==> config.mk <==
export PLATFORM = sky130hd
export DESIGN_NAME = count_sequence_monitor_flat
export DESIGN_NICKNAME = d
export VERILOG_FILES = /design/src/rtl/count_sequence_monitor_pkg.sv /design/src/rtl/count_sequence_monitor_if.sv /design/src/rtl/count_sequence_monitor_sat_counter.sv /design/src/rtl/count_sequence_monitor.sv /design/src/flat_wrapper.sv
export SDC_FILE = /design/constraint.sdc
export NUM_CORES = 1
export LEC_CHECK = 0
export CORE_MARGIN = 8
export CORE_UTILIZATION = 43
export CTS_CLUSTER_SIZE = 25
export DETAILED_ROUTE_END_ITERATION = 7
export GPL_ROUTABILITY_DRIVEN = 0
export PLACE_DENSITY = 0.66
export SYNTH_ARGS = -nofsm -noshare
export SYNTH_HDL_FRONTEND = slang
export SYNTH_SLANG_ARGS = --single-unit
==> constraint.sdc <==
create_clock -name clk -period 2.7 [get_ports clk]
set_clock_uncertainty 0.15 [all_clocks]
set_input_delay 0.81 -clock clk [delete_from_list [all_inputs] [get_ports clk]]
set_output_delay 0.81 -clock clk [all_outputs]
set_load 0.03 [all_outputs]
==> src/rtl/count_sequence_monitor_pkg.sv <==
// Shared types and the reference step function for the monitored up-counter.
// The counter's bench model uses next_count as well.
package count_mon_pkg;

    typedef enum logic [1:0] {
        IDLE    = 2'd0,
        ACQUIRE = 2'd1,
        LOCKED  = 2'd2
    } mon_state_t;

    // Callers truncate to their bus width, so the +1 behaves as a WIDTH-bit increment.
    function automatic logic [31:0] next_count(input logic [31:0] cnt,
                                               input logic        en,
                                               input logic [31:0] max);
        if (!en)
            return cnt;
        if (cnt == max)
            return 32'd0;
        return cnt + 32'd1;
    endfunction

endpackage

==> src/rtl/count_sequence_monitor_if.sv <==
// Observation bus between the monitored counter and the sequence monitor.
interface count_sequence_monitor_if #(
    parameter int WIDTH = 4,
    parameter int ERR_W = 8
);
    logic             enable;
    logic [WIDTH-1:0] count_in;
    logic             clear_err;
    logic             locked;
    logic             err_pulse;
    logic             illegal;
    logic [ERR_W-1:0] err_count;
    logic [WIDTH-1:0] expected;

    modport master (
        output enable, count_in, clear_err,
        input  locked, err_pulse, illegal, err_count, expected
    );

    modport slave (
        input  enable, count_in, clear_err,
        output locked, err_pulse, illegal, err_count, expected
    );
endinterface

==> src/rtl/count_sequence_monitor_sat_counter.sv <==
// Saturating event counter; a clear in the same cycle as an event leaves one count.
module sat_counter #(
    parameter int W = 8
) (
    input  logic         clk,
    input  logic         rst_n,
    input  logic         inc,
    input  logic         clr,
    output logic [W-1:0] cnt
);
    localparam logic [W-1:0] SAT = '1;

    always_ff @(posedge clk or negedge rst_n) begin
        if (!rst_n)
            cnt <= '0;
        else if (clr)
            cnt <= inc ? W'(1) : '0;
        else if (inc && cnt != SAT)
            cnt <= cnt + W'(1);
    end
endmodule

==> src/rtl/count_sequence_monitor.sv <==
// Passive checker for a wrapping up-counter: predicts each sample from the previous one,
// locks after a run of legal steps and tallies mismatches seen while locked.
module count_sequence_monitor
    import count_mon_pkg::*;
#(
    parameter int WIDTH      = 4,
    parameter int MAX_COUNT  = 15,
    parameter int RELOCK_LEN = 4,
    parameter int ERR_W      = 8
) (
    input logic                     clk,
    input logic                     rst_n,
    count_sequence_monitor_if.slave bus
);
    // One extra bit keeps the range test meaningful when MAX_COUNT fills the bus.
    localparam logic [WIDTH:0] MAX_EXT = (WIDTH+1)'(MAX_COUNT);
    localparam logic [7:0]     RUN_TGT = 8'(RELOCK_LEN);

    mon_state_t       state_q, state_d;
    logic [7:0]       run_q, run_d;
    logic [WIDTH-1:0] prev_cnt;
    logic             prev_en;
    logic [WIDTH-1:0] pred;
    logic             out_range;
    logic             mismatch;
    logic             pulse_d, pulse_q;
    logic             illegal_d, illegal_q;
    logic             err_inc;

    assign pred      = WIDTH'(next_count(32'(prev_cnt), prev_en, 32'(MAX_COUNT)));
    assign out_range = {1'b0, bus.count_in} > MAX_EXT;
    assign mismatch  = (bus.count_in != pred) || out_range;

    always_comb begin
        state_d   = state_q;
        run_d     = run_q;
        pulse_d   = 1'b0;
        illegal_d = 1'b0;
        err_inc   = 1'b0;
        case (state_q)
            IDLE: begin
                state_d = ACQUIRE;
                run_d   = '0;
            end
            ACQUIRE: begin
                illegal_d = out_range;
                if (mismatch) begin
                    run_d = '0;
                end else if (run_q + 8'd1 == RUN_TGT) begin
                    state_d = LOCKED;
                    run_d   = '0;
                end else begin
                    run_d = run_q + 8'd1;
                end
            end
            LOCKED: begin
                illegal_d = out_range;
                if (mismatch) begin
                    pulse_d = 1'b1;
                    err_inc = 1'b1;
                    state_d = ACQUIRE;
                    run_d   = '0;
                end
            end
            default: state_d = IDLE;
        endcase
    end

    // History always follows the real counter so a corrected value resynchronises us.
    always_ff @(posedge clk or negedge rst_n) begin
        if (!rst_n) begin
            state_q   <= IDLE;
            run_q     <= '0;
            prev_cnt  <= '0;
            prev_en   <= 1'b0;
            pulse_q   <= 1'b0;
            illegal_q <= 1'b0;
        end else begin
            state_q   <= state_d;
            run_q     <= run_d;
            prev_cnt  <= bus.count_in;
            prev_en   <= bus.enable;
            pulse_q   <= pulse_d;
            illegal_q <= illegal_d;
        end
    end

    sat_counter #(.W(ERR_W)) u_err_cnt (
        .clk  (clk),
        .rst_n(rst_n),
        .inc  (err_inc),
        .clr  (bus.clear_err),
        .cnt  (bus.err_count)
    );

    assign bus.locked    = (state_q == LOCKED);
    assign bus.err_pulse = pulse_q;
    assign bus.illegal   = illegal_q;
    assign bus.expected  = pred;
endmodule

==> src/flat_wrapper.sv <==
// flat-port wrapper written by rule: the top's interface ports become plain ports
module count_sequence_monitor_flat import count_mon_pkg::*;
#(
    parameter int WIDTH      = 4,
    parameter int MAX_COUNT  = 15,
    parameter int RELOCK_LEN = 4,
    parameter int ERR_W      = 8
)
  (clk, rst_n, bus_enable, bus_count_in, bus_clear_err, bus_locked, bus_err_pulse, bus_illegal, bus_err_count, bus_expected);
  count_sequence_monitor_if #(.WIDTH(WIDTH), .ERR_W(ERR_W)) bus_i ();
  input logic clk;
  input logic rst_n;
  input wire logic [$bits(bus_i.enable)-1:0] bus_enable;
  input wire logic [$bits(bus_i.count_in)-1:0] bus_count_in;
  input wire logic [$bits(bus_i.clear_err)-1:0] bus_clear_err;
  output wire logic [$bits(bus_i.locked)-1:0] bus_locked;
  output wire logic [$bits(bus_i.err_pulse)-1:0] bus_err_pulse;
  output wire logic [$bits(bus_i.illegal)-1:0] bus_illegal;
  output wire logic [$bits(bus_i.err_count)-1:0] bus_err_count;
  output wire logic [$bits(bus_i.expected)-1:0] bus_expected;
  assign bus_i.enable = bus_enable;
  assign bus_i.count_in = bus_count_in;
  assign bus_i.clear_err = bus_clear_err;
  assign bus_locked = bus_i.locked;
  assign bus_err_pulse = bus_i.err_pulse;
  assign bus_illegal = bus_i.illegal;
  assign bus_err_count = bus_i.err_count;
  assign bus_expected = bus_i.expected;
  count_sequence_monitor #(.WIDTH(WIDTH), .MAX_COUNT(MAX_COUNT), .RELOCK_LEN(RELOCK_LEN), .ERR_W(ERR_W)) u_core (.clk(clk), .rst_n(rst_n), .bus(bus_i));
endmodule
==> results.env <==
RUN_STATUS='finished, final reports clean'
CLOCK.FMAX_MHz=385.0
MAXIMUM_NUMBER_OF_PINS_ON_ONE_NET_BEFORE_GLOBAL_ROUTE_REPAIR=25
GR-USAGE-ALL-LAYERS_PCT=13.12
SWITCHINGPOWER_W=0.0001624
FIRST_GLOBAL_VIAS=1348
P_SW_SHARE_PCT=25.10
SEQ_CELLS_POST_SYNTH=24
POWER.COMBINATIONAL.FRACTION_PCT=13.3
ROUTED-VIA-COUNT=1294
CLK_LATENCY_PS=310
DIODES=0
SYNTH_SEQ_AREA_SHARE_PCT=41.92
TIMING.FINAL.MAX_SLEW_VIOLATIONS=0
CRITICALPATHCATEGORY='register to primary output'
PORT-BUFFER-COUNT=21
VIA_PER_INST=5.530
SYNTHTOLAYOUTAREAGROWTH_PCT=24.89
SYNTH_CELL_TYPES=47
POWER_PER_UNIT_OF_STANDARD_CELL_AREA_nW_PER_UM2=361.8
IO-PIN-COUNT=23
DRC_ERRORS=0
CRIT_PATH_TOP_DELAY_CELL='dfrtp_1'
IR_DROP_mV=0.1583
CRIT_FANOUT=2
CRITICAL_PATH.TOP_DELAY_FAMILY='flip-flops'
ROOT_BUFFER='clkbuf_4'
PATH_CELLS='ha_1 -> mux2_2 -> dlygate4sd2_1'
INITIAL_CORE_UTIL_PCT=43.97
MAX_SLEW.WORST_PIN.SLEW_PS=522.2
FINAL-SETUP-VIOL-COUNT=0
ANTENNA_VIOLATING_NETS_LEFT=0
NETLIST_TOP_CELLS_COUNT='dfrtp_1 (24), nand2_1 (14), nand3_1 (12)'
DIE-HEIGHT_MICRONS=73.72
SYNTH_TOP_AREA_CELL='dfrtp_1'
MAXCAPVIOLCOUNT=0
CTS_SINKS=24
GRT_OVERFLOW=0
YOSYSWARNINGS=0
DR.PASS1.ITERS=4
CTS_POST_SETUP_BUFFERS_INSERTED=0
DP_HPWL_MICRONS=2422
FP.DIEAREA_SQ_UM=5435
FINALCRITICALPERIOD_PS=2598
UNREPAIRED_SETUP_ENDPOINTS_AFTER_GLOBAL_ROUTING='false'
SYN-CELL-AREA_SQ_UM=1433
TRITONCTS='built'
ASYNCSETRESETFLOPFRACSYNTH_PCT=100.0
SYNTH-EDFF-COUNT=0
TIMING_HOLD_VIOLATIONS_FINAL=0
FINAL_LAYOUT_SIZE_SUFFIX_GT1_SHARE_PCT=15.43
WL_MICRONS=3274
WORST-PATH-BUF-INV=1
FIN_CRIT_SH_PCT=96.21
POST_LAYOUT_INST_AREA_SQ_UM=1789
GRT_PASS1_WL_MICRONS=5747
ANTENNA_FOUND_INITIAL=0
END_KIND='primary output'
CP-START-KIND='register'
P_CLK_SHARE_PCT=29.6
YS_TOP_CELLS_BY_AREA='dfrtp_1 (42%), nand3_1 (4.2%), nand2_1 (3.7%)'
ROUTEDWLPERCELL_MICRONS=13.99
NNETSFINAL=201
SYNTH_AREA_PER_CELL_SQ_UM=9.067
YS.FLOP_TYPE='dfrtp_1'
POSTLAYOUTSETUPSLACKWORST_PS=102.5
POWER_LEAKAGE_nW=0.8266
FLOORPLAN.CORE_AREA_SQ_UM=3258
DETAILEDPLACE.WORSTSLACK_PS=-125.4
P_INT_W=0.0004848
DPL-INSTANCE-AREA_SQ_UM=1759
DIE_X_EXTENT_MICRONS=73.72
SYNTH_TOP_AREA_SHARE_PCT=41.92
CTS_BUFFERS=3
HTREE_NUM_LEVELS=1
SYNTH_CELLS=158
CLOCK_TREE.BUFFER_DEPTH=2
DRT_ITER0_MARKERS=70
TIMING.MAX_SLEW.REL_SLACK_PCT=65.19
SHARE_SEQ_OF_TOTAL_POWER_PCT=57.1
WORSTPATHARRIVAL_PS=1640
MIN_PATH_TYPE='register to register'
CP_SLOWEST_STAGE_DELAY_PS=410
YOSYSMOSTFREQUENTCELL='dfrtp_1'
CLKSLEWWORSTSETUPHOLDPATHS_PS=130
SYN-NUM-NETS=170
FP-ROW-COUNT=21
WORST-ENDPOINT-REQUIRED_PS=1740
[metal layers]
| metal | part of all wire [%] | wire length [microns] | vias to the layer above | track usage (%) |
|---|---|---|---|---|
| li1 | - | - | 644 | - |
| met1 | 45 | 1489 | 624 | 15.59 |
| met2 | 50 | 1633 | 24 | 22.64 |
| met3 | 3.9 | 129 | 2 | 2.865 |
| met4 | 0.64 | 21 | 0 | 4.213 |
| met5 | 0 | 0 | - | 0 |
[repair_timing]
action | 4_1_cts | 5_1_grt
endpoints found under the hold margin | 0 | 0
resized for setup | 6 | 3
pin swaps | 0 | 0
hold buffers | 0 | 0
setup endpoints to repair | 4 | 2
[through the flow]
| step | std cells | hold slack [ps] | util [%] | TNS [ps] | power, W |
|---|---|---|---|---|---|
| 4_1_cts | 234 | 414.7 | 55.03 | 0 | 0.0006573 |
| 3_3_place_gp | 230 | 363.7 | 53.99 | -139.0 | 0.0004671 |
| 2_1_floorplan | 158 | 364.4 | - | 0 | 0.0004243 |
| 5_1_grt | 234 | 432.6 | 54.92 | 0 | 0.0006805 |
| 6_report | 234 | 411.8 | 54.92 | 0 | 0.0006473 |
| 3_5_place_dp | 230 | 394.4 | 53.99 | -618.0 | 0.0004682 |
[worst register-to-register path, cell delays in order (launching register included)]
cell and delay [ps]:
dfrtp_1 410, ha_1 280, mux2_2 280, xnor2_1 150, o211ai_1 140, a21oi_2 430, nor3b_1 110, mux2_2 290
[layout make-up]
class	count	area [sq um]
Clock buffer	4	36.28
Fill cell	314	1469
Inverter	6	22.52
Multi-Input combinational cell	121	778.2
Sequential cell	24	600.6
Tap cell	46	57.56
Timing Repair Buffer	33	294.0
[power by group through the flow]
stage	Clock, W	Combinational (W)	Sequential (W)
floorplan	0	0.0000482	0.000376
global placement	0	0.0000909	0.000376
detailed placement	0	0.0000916	0.000377
CTS	0.000199	0.0000884	0.000370
global route	0.000214	0.0000962	0.000371
finish	0.000191	0.0000862	0.000370
[logic make-up (layout without fill, tap and decap cells)]
logic type / count (synthesis) / in the layout / share of synthesized area [%]
muxes: 4 / 4 / 3.057
other: 1 / 1 / 0.2618
buffers and inverters: 13 / 43 / 3.755
and+or+nand+nor: 73 / 73 / 27.86
xor gates and xnor gates: 4 / 4 / 3.494
AOI/OAI and AO/OA: 35 / 35 / 16.16
DFF: 24 / 24 / 41.92
adders and majority gates: 4 / 4 / 3.494
[sequential cells by signal (all words and copies together) (netlist names)]
signal                cells
u_core.u_err_cnt.cnt      8
u_core.run_q              8
u_core.state_q            2
u_core.prev_en            1
u_core.bus.err_pulse      1
u_core.prev_cnt           4
[placed cells by master (no fill, tap or decap), drive strengths merged, types with 2 or more instances in the layout]
cell type / n
nor2: 7
clkdlybuf4s50: 16
dfrtp: 24
or2: 3
inv: 5
or3: 2
nand2: 15
xnor2: 2
a21oi: 10
ha: 4
dlygate4sd2: 3
or4: 2
o21ai: 8
nor4: 2
clkbuf: 4
buf: 13
nand3: 12
nor3: 7
o211ai: 7
nand4: 5
and3: 9
nand3b: 2
mux2: 3
nor2b: 2
[final timing paths]
path	from	end	slack [ps]	cells after the start
min in group asynchronous	rst_n	u_core.run_q[6]$_DFFE_PN0P_	680	2
worst max-delay path	u_core.prev_cnt[0]$_DFF_PN0_	bus_expected[1]	100	3
worst min-delay path	u_core.u_err_cnt.cnt[2]$_DFFE_PN0P_	u_core.u_err_cnt.cnt[2]$_DFFE_PN0P_	410	1
worst max register to register	u_core.prev_cnt[0]$_DFF_PN0_	u_core.u_err_cnt.cnt[4]$_DFFE_PN0P_	360	7
max in group asynchronous	rst_n	u_core.state_q[1]$_DFFE_PN0P_	1480	2
worst min register to register	u_core.u_err_cnt.cnt[2]$_DFFE_PN0P_	u_core.u_err_cnt.cnt[2]$_DFFE_PN0P_	410	1
Power figures use the tool's default switching activity.
